## src/rtl/zebra_pkg.sv

```systemverilog
// Shared pixel encodings and scheduler state type for the zebra detection pipeline.
// Used by the scheduler, its BRAM port mux and zebra_crossing_detector.
package zebra_pkg;

    localparam logic [1:0] PIX_BG      = 2'b00;
    localparam logic [1:0] PIX_WHITE   = 2'b01;
    localparam logic [1:0] PIX_VISITED = 2'b10;

    typedef enum logic [2:0] {
        IDLE,
        LOAD,
        SETTLE,
        DETECT,
        DONE
    } sched_state_t;

endpackage

```

## src/rtl/zebra_bram_port_mux.sv

```systemverilog
// Selects which client drives the shared image BRAM: the loader in LOAD, the detector in DETECT.
// Purely combinational, zero latency; no flow control of its own.
module zebra_bram_port_mux
    import zebra_pkg::*;
#(
    parameter int AW = 19
) (
    input  sched_state_t      state,
    input  logic [AW-1:0]     wr_cnt,
    input  logic              pix_valid,
    input  logic              pix_data,
    input  logic [AW-1:0]     det_bram_addr,
    input  logic [AW-1:0]     det_mark_addr,
    input  logic              det_mark_we,
    output logic [AW-1:0]     bram_raddr,
    output logic [AW-1:0]     bram_waddr,
    output logic [1:0]        bram_wdata,
    output logic              bram_we
);

    always_comb begin
        bram_raddr = '0;
        bram_waddr = '0;
        bram_wdata = PIX_BG;
        bram_we    = 1'b0;
        case (state)
            // pix_ready is high throughout LOAD, so valid alone marks a transfer
            LOAD: begin
                bram_we    = pix_valid;
                bram_waddr = wr_cnt;
                bram_wdata = pix_data ? PIX_WHITE : PIX_BG;
            end
            DETECT: begin
                bram_raddr = det_bram_addr;
                bram_we    = det_mark_we;
                bram_waddr = det_mark_addr;
                bram_wdata = PIX_VISITED;
            end
            default: ;
        endcase
    end

endmodule

```

## src/rtl/zebra_frame_scheduler.sv

```systemverilog
// Runs one load+detect pass per start: streams a frame into the BRAM, arms the detector, latches its verdict.
// Pixel writes are zero-latency; loader is backpressured (pix_ready=0) outside LOAD; DETECT bounded by a timeout.
module zebra_frame_scheduler
    import zebra_pkg::*;
#(
    parameter int  IMG_WIDTH      = 640,
    parameter int  IMG_HEIGHT     = 480,
    parameter int  TIMEOUT_CYCLES = 10_000_000,
    localparam int TOTAL          = IMG_WIDTH * IMG_HEIGHT,
    localparam int AW             = $clog2(TOTAL),
    localparam int TW             = $clog2(TIMEOUT_CYCLES + 1)
) (
    input  logic           clk,
    input  logic           rst_n,
    input  logic           start,
    input  logic           abort,
    input  logic           pix_valid,
    input  logic           pix_data,
    output logic           pix_ready,
    output logic           det_valid_to_read,
    input  logic           det_detection_valid,
    input  logic           det_crossing,
    input  logic [7:0]     det_stripe_count,
    input  logic [AW-1:0]  det_bram_addr,
    input  logic [AW-1:0]  det_mark_addr,
    input  logic           det_mark_we,
    output logic [AW-1:0]  bram_raddr,
    output logic [AW-1:0]  bram_waddr,
    output logic [1:0]     bram_wdata,
    output logic           bram_we,
    output logic           busy,
    output logic           result_valid,
    output logic           crossing_detected,
    output logic [7:0]     stripe_count,
    output logic           timed_out
);

    localparam logic [AW-1:0] LAST_ADDR = AW'(TOTAL - 1);
    localparam logic [TW-1:0] TO_LAST   = TW'(TIMEOUT_CYCLES - 1);

    sched_state_t  state, state_nxt;
    logic [AW-1:0] wr_cnt;
    logic [TW-1:0] to_cnt;

    always_comb begin
        state_nxt         = state;
        pix_ready         = 1'b0;
        det_valid_to_read = 1'b0;
        result_valid      = 1'b0;
        busy              = (state != IDLE);
        case (state)
            IDLE:   if (start) state_nxt = LOAD;
            LOAD: begin
                pix_ready = 1'b1;
                if (pix_valid && wr_cnt == LAST_ADDR) state_nxt = SETTLE;
            end
            SETTLE: state_nxt = DETECT;
            DETECT: begin
                det_valid_to_read = 1'b1;
                if (det_detection_valid || to_cnt == TO_LAST) state_nxt = DONE;
            end
            DONE: begin
                result_valid = 1'b1;
                state_nxt    = IDLE;
            end
            default: state_nxt = IDLE;
        endcase
        if (abort) state_nxt = IDLE;
    end

    always_ff @(posedge clk or negedge rst_n) begin
        if (!rst_n) begin
            state             <= IDLE;
            wr_cnt            <= '0;
            to_cnt            <= '0;
            crossing_detected <= 1'b0;
            stripe_count      <= '0;
            timed_out         <= 1'b0;
        end else begin
            state <= state_nxt;

            // wr_cnt parks on the last address; SETTLE clears it for the next pass
            if (abort || state != LOAD)
                wr_cnt <= '0;
            else if (pix_valid && wr_cnt != LAST_ADDR)
                wr_cnt <= wr_cnt + AW'(1);

            if (abort || state != DETECT)
                to_cnt <= '0;
            else
                to_cnt <= to_cnt + TW'(1);

            // a detection arriving on the timeout cycle takes precedence
            if (!abort && state == DETECT) begin
                if (det_detection_valid) begin
                    crossing_detected <= det_crossing;
                    stripe_count      <= det_stripe_count;
                    timed_out         <= 1'b0;
                end else if (to_cnt == TO_LAST) begin
                    crossing_detected <= 1'b0;
                    stripe_count      <= '0;
                    timed_out         <= 1'b1;
                end
            end
        end
    end

    zebra_bram_port_mux #(
        .AW (AW)
    ) u_port_mux (
        .state         (state),
        .wr_cnt        (wr_cnt),
        .pix_valid     (pix_valid),
        .pix_data      (pix_data),
        .det_bram_addr (det_bram_addr),
        .det_mark_addr (det_mark_addr),
        .det_mark_we   (det_mark_we),
        .bram_raddr    (bram_raddr),
        .bram_waddr    (bram_waddr),
        .bram_wdata    (bram_wdata),
        .bram_we       (bram_we)
    );

endmodule

```

## config.mk

```make
export PLATFORM = sky130hd
export DESIGN_NAME = zebra_frame_scheduler
export DESIGN_NICKNAME = d
export VERILOG_FILES = /design/src/rtl/zebra_pkg.sv /design/src/rtl/zebra_bram_port_mux.sv /design/src/rtl/zebra_frame_scheduler.sv
export SDC_FILE = /design/constraint.sdc
export NUM_CORES = 1
export LEC_CHECK = 0
export ABC_CLOCK_PERIOD_IN_PS = 2400
export BUFFER_PORTS_ARGS = -buffer_cell sky130_fd_sc_hd__buf_2
export CELL_PAD_IN_SITES_DETAIL_PLACEMENT = 0
export CELL_PAD_IN_SITES_GLOBAL_PLACEMENT = 2
export CORE_ASPECT_RATIO = 1.2
export CORE_UTILIZATION = 29
export CTS_CLUSTER_DIAMETER = 60
export CTS_CLUSTER_SIZE = 20
export DETAILED_ROUTE_END_ITERATION = 16
export GPL_TIMING_DRIVEN = 0
export HOLD_SLACK_MARGIN = 0.03
export PLACE_DENSITY_LB_ADDON = 0.1
export SYNTH_ARGS = -nofsm -noshare
export SYNTH_HDL_FRONTEND = slang
export SYNTH_SLANG_ARGS = --single-unit
```

## constraint.sdc

```tcl
create_clock -name clk -period 2.4 [get_ports clk]
set_clock_uncertainty 0.2 [all_clocks]
set_input_delay 0.36 -clock clk [delete_from_list [all_inputs] [get_ports clk]]
set_output_delay 0.36 -clock clk [all_outputs]
set_load 0.02 [all_outputs]
```

==> results.txt, run 1 <==
core region area: 0.0106 mm^2
Critical Path RT: 1.84 ns
Inst Count DP: 567
fmax: 0.445 GHz
fin area: 0.00406 mm^2
register area share after synthesis: 44.3%
H-tree depth: 2
final RePlAce weighted congestion: 0.754
worst-margin pin slew: 0.737 ns
FFs w/ async S/R, synth: 100%
unrepaired setup endpoints after global routing: yes
status: finished, final reports clean
Sinks on Clock Net: 56
largest net degree at the start of global routing: 57
final setup violating endpoints: 0
# DRC: 0
worst-skew pair later-pin latency: 0.29 ns
CP Class: register to primary output
gr usage total: 15.1%
Post-synth EDFFs: 0
Starting DRT DRC Count: 88
Final HPWL DP: 6.39 mm
Rows: 41
Ys Warns: 0
Final min period: 2.25 ns
global route overflow: 0
power consumption: 0.00191 W
final hold violations: 0
Filler cells: 1119
drt pass-1 iters: 4
Vias/cell: 4.84
Area contributors post-synth: dfrtp_1 (44%), a22o_1 (8.0%), nor2_1 (5.8%), xor2_1 (5.5%), and2_1 (4.6%)
setup TNS: 0 ns
fin crit share: 93.7%
area grow syn2layout: 28.3%
die area: 0.0113 mm^2
Placed Area: 0.00386 mm^2
layout cells sized above 1: 32.4%
synthesized area per cell: 9.58 um^2
CP Capture Type: primary output
fin. max-slew vios: 0
Worst Hold Class: input port to register
relative slew slack: 50.8%
vias in the first global route: 2702
Avg WL per Cell: 14.8 um
Hold WS: 0.0960 ns
Syn Nets: 387
cell area after synthesis: 0.00316 mm^2
startpoint types: register
area fraction of the dominant cell type after synthesis: 44.3%
initial antenna violation count: 0
port bufs: 108
Nets: 503
max-cap violations: 0
# diodes: 0
CTS tree: done
die width: 97.3 um
worst-path fanout max: 10
CTS buffer count: 5
Reg clk slew, reported paths: 0.07 ns
CTS Buffer Depth: 2
CP Data Arrival Time: 1.69 ns
Die Height: 116 um
Antenna Nets Post-Route: 0
top_reg_cell synth: dfrtp_1
Layout Cells excl Fill: 574
initial core utilization: 29.9%
clk root buf: clkbuf_16
routed vias: 2777
Synth cell types: 47
Pwr Density: 471 mW/mm^2
final wirelength: 8.50 mm
peak supply drop: 239 uV
#FFs+latches synth: 56
I/O pins: 110
Leak Pwr: 1.94 nW
global-route wire length before repair: 13.7 mm
largest area contributor in the netlist: dfrtp_1
Cells after Synth: 330
critical path, cell delays in order (launching register included):
cell,delay (ns)
dfrtp_1,0.44
nand2b_1,0.21
nor2_2,0.19
buf_2,0.25
a22o_1,0.15
buf_2,0.16
layer usage:
layer / global-route usage, % / routed length, um / vias to the layer above
li1: - / - / 1391
met1: 17.6 / 3560 / 1328
met2: 28.8 / 4580 / 52
met3: 2.39 / 270 / 6
met4: 4.12 / 93 / 0
met5: 0 / 0 / -
cell usage after synthesis, types with 2 or more instances:
cell,number
nand2b_1,2
nor3_1,5
nor4_2,3
clkbuf_1,12
a22o_1,29
a41oi_1,2
xor2_1,20
a211o_1,2
a21oi_1,6
and4_1,6
a31oi_1,2
nand2_1,16
nand3_1,16
and3_1,4
nor2_1,49
or3_1,5
and2_1,23
inv_1,6
nand4_1,12
dfrtp_1,56
o21ai_1,2
buf_6,2
nor4_1,4
xnor2_1,15
ha_1,2
buf_2,8
through the flow:
stage,util [%],setup WS (ns)
6_report,38.4,0.151
4_1_cts,38.1,0.0300
3_3_place_gp,36.5,0.0506
3_5_place_dp,36.5,0.0436
5_1_grt,38.4,-0.00915
2_1_floorplan,-,0.374
state kept, by name, indices dropped and copies added (netlist names):
name               flops
to_cnt                24
wr_cnt                19
stripe_count           8
state                  3
crossing_detected      1
timed_out              1
cells by family (layout without fill, tap and decap cells):
kind of cell	Yosys count	count (layout)	synth area share (%)
flops	56	56	44.3
buf+inv	29	144	4.24
mux	1	1	0.317
xor+xnor	35	35	9.70
fa+ha+maj	2	2	0.792
simple gates	156	156	27.5
compound gates	51	51	13.1
final cells by class:
type                    instances  area (um^2)  share of cell area (%)
plain buffers                  22          118                    2.90
clock buffers                   5          125                    3.09
clock inverters                 1         30.0                   0.741
inverters                       7         26.3                   0.648
multi-input cells             245         1640                    40.5
flip-flops and latches         56         1400                    34.6
well taps                     129          161                    3.98
repair buffers                109          553                    13.6
report_power, final:
| part | switching, W | total [W] | leakage (nW) | internal [W] |
|---|---|---|---|---|
| logic | 0.0000843 | 0.000144 | 1.09 | 0.0000593 |
| registers | 0.00000761 | 0.000959 | 0.776 | 0.000952 |
| clock network | 0.000325 | 0.000806 | 0.0757 | 0.000482 |
| total | 0.000416 | 0.00191 | 1.94 | 0.00149 |
path summary, 6_finish.rpt:
path | start | endpoint | slack (ns) | depth (start not counted)
max in group asynchronous | rst_n | stripe_count[7] | 1.04 | 2
worst min-delay path | det_stripe_count[5] | stripe_count[5] | 0.1 | 2
worst max register to register | to_cnt[0] | stripe_count[1] | 0.20 | 7
worst min register to register | stripe_count[0] | stripe_count[0] | 0.30 | 1
min in group asynchronous | rst_n | wr_cnt[1] | 0.47 | 2
worst max-delay path | state[1] | bram_waddr[16] | 0.15 | 5
timing repair:
| action | in CTS | in global routing |
|---|---|---|
| endpoints found under the setup margin | 22 | 51 |
| buffers inserted | 0 | 0 |
| hold buffers | 0 | 1 |
| gates resized for setup | 5 | 8 |
| endpoints found under the hold margin | 0 | 53 |
cell usage in the layout (no fill, tap or decap), drive strengths merged, types with 7 or more instances in the layout:
cell type | synthesis | layout
a21oi | 7 | 7
a22o | 29 | 29
and2 | 23 | 23
buf | 10 | 119
clkbuf | 12 | 16
dfrtp | 56 | 56
inv | 7 | 7
nand2 | 17 | 17
nand3 | 17 | 17
nand4 | 13 | 13
nor2 | 50 | 50
nor4 | 7 | 7
xnor2 | 15 | 15
xor2 | 20 | 20
Note: power is estimated with default switching activity, not from simulation.
==> run 2: changes to the inputs <==
--- a/config.mk
+++ b/config.mk
@@ -18,4 +18,5 @@
 export HOLD_SLACK_MARGIN = 0.03
 export PLACE_DENSITY_LB_ADDON = 0.1
+export SETUP_SLACK_MARGIN = 0.15
 export SYNTH_ARGS = -nofsm -noshare
 export SYNTH_HDL_FRONTEND = slang
==> constraint.sdc (replaced) <==
create_clock -name clk -period 2.4 [get_ports clk]
set_clock_uncertainty 0.2 [all_clocks]
set_input_delay 0.48 -clock clk [delete_from_list [all_inputs] [get_ports clk]]
set_output_delay 0.48 -clock clk [all_outputs]
set_load 0.02 [all_outputs]
==> results.txt, run 2 (synthesized netlist as in run 1, its figures left out) <==
Final HPWL DP: 6.39 mm (unchanged)
Most flops, register: to_cnt
fin area: 0.00431 mm^2 (+6.4%)
routed vias: 2819 (+1.5%)
initial core utilization: 29.9% (unchanged)
status: finished, final reports clean
fmax: 0.452 GHz (+1.7%)
CP Data Arrival Time: 1.53 ns (-0.16 ns)
Pwr Density: 454 mW/mm^2 (-3.7%)
area of the multi-input gates: 0.00168 mm^2 (+2.4%)
Rows: 41 (unchanged)
relative slew slack: 51.0% (+0.14 points)
final hold violations: 0 (unchanged)
Flop pwr share: 49.1% (-1.2 points)
port bufs: 108 (unchanged)
# DRC: 0 (unchanged)
final RePlAce weighted congestion: 0.754 (unchanged)
Starting DRT DRC Count: 73 (-17%)
Nets: 510 (+1.4%)
CTS Buffer Depth: 2 (unchanged)
layout cells sized above 1: 34.7% (+2.4 points)
biggest regs: to_cnt: 24 flops, wr_cnt: 19 flops, stripe_count: 8 flops
initial antenna violation count: 0 (unchanged)
Leak Pwr: 2.03 nW (+4.7%)
final setup margin: 0.189 ns (+0.0378 ns)
startpoint types: register
combinational share of power: 9.8% (+2.3 points)
global route overflow: 0 (unchanged)
largest net degree at the start of global routing: 57 (unchanged)
max-cap violations: 0 (unchanged)
Worst Hold Class: input port to asynchronous set/reset pin
die width: 97.3 um (unchanged)
Cell Int Power: 0.00153 W (+2.5%)
gr usage total: 15.1% (+0.039 points)
Reg clk slew, reported paths: 0.07 ns (about the same)
most common cell after layout, fill and taps aside: buf_2
fin. max-slew vios: 0 (unchanged)
Filler cells: 1110 (-0.80%)
CTS buffer count: 5 (unchanged)
CTS tree: done
Avg WL per Cell: 15.1 um (+1.8%)
Vias/cell: 4.85 (+0.29%)
power consumption: 0.00196 W (+2.5%)
peak supply drop: 242 uV (+0.97%)
global-route wire length before repair: 13.7 mm (+0.25%)
H-tree depth: 2 (unchanged)
pre-CTS WS: 0.0228 ns (-0.0209 ns)
I/O pins: 110 (unchanged)
switch share: 21.8% (-0.057 points)
final wirelength: 8.76 mm (+3.1%)
# diodes: 0 (unchanged)
Placed Area: 0.00386 mm^2 (unchanged)
Net Switching: 0.000426 W (+2.2%)
unrepaired setup endpoints after global routing: yes
Clk pwr share: 41.1% (-1.1 points)
most frequent cells in the layout: buf_2 (97), dfrtp_1 (54), nor2_1 (47)
final setup violating endpoints: 0 (unchanged)
worst-path fanout max: 6 (-4)
Antenna Nets Post-Route: 0 (unchanged)
CP Capture Type: primary output
area grow syn2layout: 36.5%
die area: 0.0113 mm^2 (unchanged)
# hold bufs at CTS: 0 (unchanged)
worst-margin pin slew: 0.735 ns (-0.00207 ns)
Final min period: 2.21 ns (-0.0378 ns)
CP Class: register to primary output
Core Util, Final: 40.8% (+2.4 points)
max reg flops: 24 (unchanged)
Sinks on Clock Net: 56 (unchanged)
core region area: 0.0106 mm^2 (unchanged)
setup TNS: 0 ns (unchanged)
clk root buf: clkbuf_16
Critical Path RT: 1.72 ns (-0.12 ns)
vias in the first global route: 2703 (+0.037%)
fin crit share: 92.1% (-1.6 points)
worst-skew pair later-pin latency: 0.29 ns (about the same)
register area: 0.00140 mm^2 (+0.18%)
Die Height: 116 um (unchanged)
drt pass-1 iters: 4 (unchanged)
==> run 2: what timing repair did <==
item                                    in CTS  in global routing
endpoints found under the setup margin      53                 52
pin swaps                                    0                  4
gates cloned                                 0                  2
buffers inserted                             0                  6
hold endpoints to repair                     0                  0
resized for setup                           21                 43
==> run 2: per-stage QoR <==
| stage | hold slack [ns] | cells |
|---|---|---|
| after floorplan | -0.0156 | 330 |
| after global routing | 0.111 | 581 |
| after detailed placement | 0.281 | 567 |
| after global placement | 0.280 | 567 |
| after CTS | 0.209 | 573 |
| final | 0.0457 | 581 |
==> run 2: cell type report <==
type,instances,area share (%)
timing repair buffer,116,16.8
inverter,7,0.609
clock inverter,1,0.696
tap,129,3.74
buffer,22,3.77
clock buffer,5,2.90
sequential,56,32.6
multi-input combinational,245,39.0
==> run 2: worst paths after layout <==
check | start | slack [ns] | end | cells past startpoint
max | state[1] | 0.19 | bram_waddr[11] | 6
min | rst_n | 0.05 | wr_cnt[1] | 1
max reg2reg | wr_cnt[7] | 0.27 | state[1] | 6
min reg2reg | stripe_count[0] | 0.29 | stripe_count[0] | 1
max in group asynchronous | rst_n | 1.42 | state[0] | 1
min in group clk | det_stripe_count[5] | 0.22 | stripe_count[5] | 2
==> run 2: worst max-delay path: stages, from the launching register on <==
cell and delay, ns:
dfrtp_2 0.44, nand2b_4 0.16, nor2_4 0.12, buf_12 0.13, clkbuf_16 0.14, a22o_1 0.13, buf_6 0.12
==> run 2: power groups by stage <==
stage	combinational (W)	sequential, W	clock [W]
after global placement	0.000144	0.000977	0
after detailed placement	0.000145	0.000978	0
after CTS	0.000155	0.000960	0.000840
after global routing	0.000212	0.000961	0.000881
after floorplan	0.0000485	0.000984	0
final	0.000192	0.000960	0.000804
==> run 2: metal layers <==
| layer | global-route usage, % | share of wire, % | vias up |
|---|---|---|---|
| li1 | - | - | 1406 |
| met1 | 17.6 | 42 | 1361 |
| met2 | 29.0 | 54 | 47 |
| met3 | 2.39 | 2.8 | 5 |
| met4 | 4.12 | 0.97 | 0 |
| met5 | 0 | 0 | - |
==> run 3: changes to the inputs <==
--- a/config.mk
+++ b/config.mk
@@ -6,10 +6,10 @@
 export NUM_CORES = 1
 export LEC_CHECK = 0
-export ABC_CLOCK_PERIOD_IN_PS = 2400
+export ABC_CLOCK_PERIOD_IN_PS = 2700
 export BUFFER_PORTS_ARGS = -buffer_cell sky130_fd_sc_hd__buf_2
 export CELL_PAD_IN_SITES_DETAIL_PLACEMENT = 0
 export CELL_PAD_IN_SITES_GLOBAL_PLACEMENT = 2
 export CORE_ASPECT_RATIO = 1.2
-export CORE_UTILIZATION = 29
+export CORE_UTILIZATION = 32
 export CTS_CLUSTER_DIAMETER = 60
 export CTS_CLUSTER_SIZE = 20
==> constraint.sdc (replaced) <==
create_clock -name clk -period 2.7 [get_ports clk]
set_clock_uncertainty 0.2 [all_clocks]
set_input_delay 0.135 -clock clk [delete_from_list [all_inputs] [get_ports clk]]
set_output_delay 0.135 -clock clk [all_outputs]
set_load 0.02 [all_outputs]
==> results.txt, run 3 (synthesized netlist as in run 1, its figures left out) <==
status: finished, final reports clean
global route overflow: 0 (unchanged)
Post-CTS Resized: 0 (-100%)
fmax: 0.434 GHz
biggest regs: to_cnt: 24 flops, wr_cnt: 19 flops, stripe_count: 8 flops
fin. max-slew vios: 0 (unchanged)
Antenna Nets Post-Route: 0 (unchanged)
post-CTS setup buffer count: 0 (unchanged)
Critical Path RT: 2.69 ns (+0.97 ns)
area grow syn2layout: 30.2%
Clk pwr share: 40.5% (-0.6 points)
largest net degree at the start of global routing: 57 (unchanged)
clk root buf: clkbuf_16
Avg WL per Cell: 14.5 um (-3.8%)
startpoint types: register
global-route wire length before repair: 13.5 mm (-1.1%)
initial core utilization: 33.0% (+3.1 points)
most common cell after layout, fill and taps aside: buf_2
unrepaired setup endpoints after global routing: no
Cell Int Power: 0.00125 W (-18%)
# diodes: 0 (unchanged)
Flop pwr share: 51.3% (+2.2 points)
die area: 0.0103 mm^2 (-9.2%)
Rows: 39 (-4.9%)
Most flops, register: to_cnt
port bufs: 108 (unchanged)
Net Switching: 0.000408 W (-4.2%)
fin crit share: 85.4%
peak supply drop: 295 uV (+22%)
CTS Buffer Depth: 2 (unchanged)
Sinks on Clock Net: 56 (unchanged)
CTS buffer count: 5 (unchanged)
Filler cells: 1021 (-8.0%)
Nets: 513 (+0.59%)
worst-margin pin slew: 0.735 ns (-0.000579 ns)
gr usage total: 16.8% (+1.6 points)
CP Data Arrival Time: 2.30 ns (+0.77 ns)
core region area: 0.00956 mm^2 (-9.5%)
Final min period: 2.31 ns
initial antenna violation count: 0 (unchanged)
most frequent cells in the layout: buf_2 (115), dfrtp_1 (56), nor2_1 (49)
# DRC: 0 (unchanged)
Starting DRT DRC Count: 80 (+9.6%)
Pwr Density: 404 mW/mm^2 (-11%)
max reg flops: 24 (unchanged)
Leak Pwr: 1.96 nW (-3.2%)
final RePlAce weighted congestion: 0.756 (+0.31%)
# hold bufs at CTS: 11 (+11)
switch share: 24.5% (+2.8 points)
I/O pins: 110 (unchanged)
worst-path fanout max: 10 (+4)
worst-skew pair later-pin latency: 0.30 ns (about the same)
Die Height: 111 um (-4.7%)
Critical Path Source: to_cnt[0]
max-cap violations: 0 (unchanged)
die width: 92.7 um (-4.7%)
Final HPWL DP: 6.15 mm (-3.7%)
worst hold path startpoint: det_detection_valid
H-tree depth: 2 (unchanged)
routed vias: 2846 (+0.96%)
CP Class: register to register
combinational share of power: 8.3% (-1.5 points)
setup TNS: 0 ns (unchanged)
vias in the first global route: 2758 (+2.0%)
relative slew slack: 51.0% (about the same)
final setup violating endpoints: 0 (unchanged)
final wirelength: 8.41 mm (-4.0%)
Vias/cell: 4.91 (+1.1%)
CTS tree: done
Worst Hold Class: input port to register
Reg clk slew, reported paths: 0.08 ns (about the same)
RR Startpoint: to_cnt[0]
drt pass-1 iters: 4 (unchanged)
CP Capture Type: register
Hold WS: 0.0448 ns (-0.000856 ns)
final hold violations: 0 (unchanged)
layout cells sized above 1: 30.4% (-4.3 points)
## run 3: power by group through the flow
| stage | logic (W) | registers (W) | clock network, W |
|---|---|---|---|
| final | 0.000137 | 0.000852 | 0.000672 |
| after CTS | 0.000140 | 0.000852 | 0.000700 |
| after detailed placement | 0.000127 | 0.000869 | 0 |
| after global routing | 0.000153 | 0.000853 | 0.000729 |
| after global placement | 0.000127 | 0.000869 | 0 |
| after floorplan | 0.0000431 | 0.000875 | 0 |
## run 3: stage by stage
step | utilization, % | instances | cell area (um^2) | setup slack (ns) | total power (W)
floorplan | - | 330 | 3160 | 0.787 | 0.000918
global placement | 40.3 | 561 | 3850 | 0.368 | 0.000996
detailed placement | 40.3 | 561 | 3850 | 0.364 | 0.000996
CTS | 43.0 | 580 | 4110 | 0.352 | 0.00169
global route | 43.0 | 580 | 4120 | 0.177 | 0.00174
finish | 43.0 | 580 | 4120 | 0.394 | 0.00166
## run 3: layout make-up
type	count	area [um^2]	share of cell area, %
sequential	56	1400	34.1
inverter	7	26.3	0.638
multi-input combinational	245	1630	39.5
clock inverter	3	22.5	0.547
buffer	22	108	2.61
tap	123	154	3.74
clock buffer	5	125	3.04
timing repair buffer	119	653	15.9
## run 3: path summary, 6_finish.rpt
| check | to | slack, ns | cells past startpoint |
|---|---|---|---|
| max | stripe_count[4] | 0.39 | 7 |
| min in group asynchronous | wr_cnt[3] | 0.24 | 2 |
| min | state[1] | 0.04 | 4 |
| max reg2reg | stripe_count[4] | 0.39 | 7 |
| min reg2reg | to_cnt[0] | 0.29 | 1 |
| max in group asynchronous | stripe_count[7] | 1.57 | 2 |
## run 3: per-layer routing
metal	track usage [%]	part of all wire, %	up-vias
li1	-	-	1415
met1	19.8	42	1361
met2	30.0	53	58
met3	2.74	3.6	12
met4	6.36	2.0	0
met5	0	0	-
## run 3: critical path: stages (launching register included)
cell      delay (ns)
dfrtp_1         0.39
ha_1            0.20
nand3_1         0.16
nor2_2          0.40
a31oi_1         0.24
nand2b_1        0.20
buf_2           0.20
a22o_1          0.20
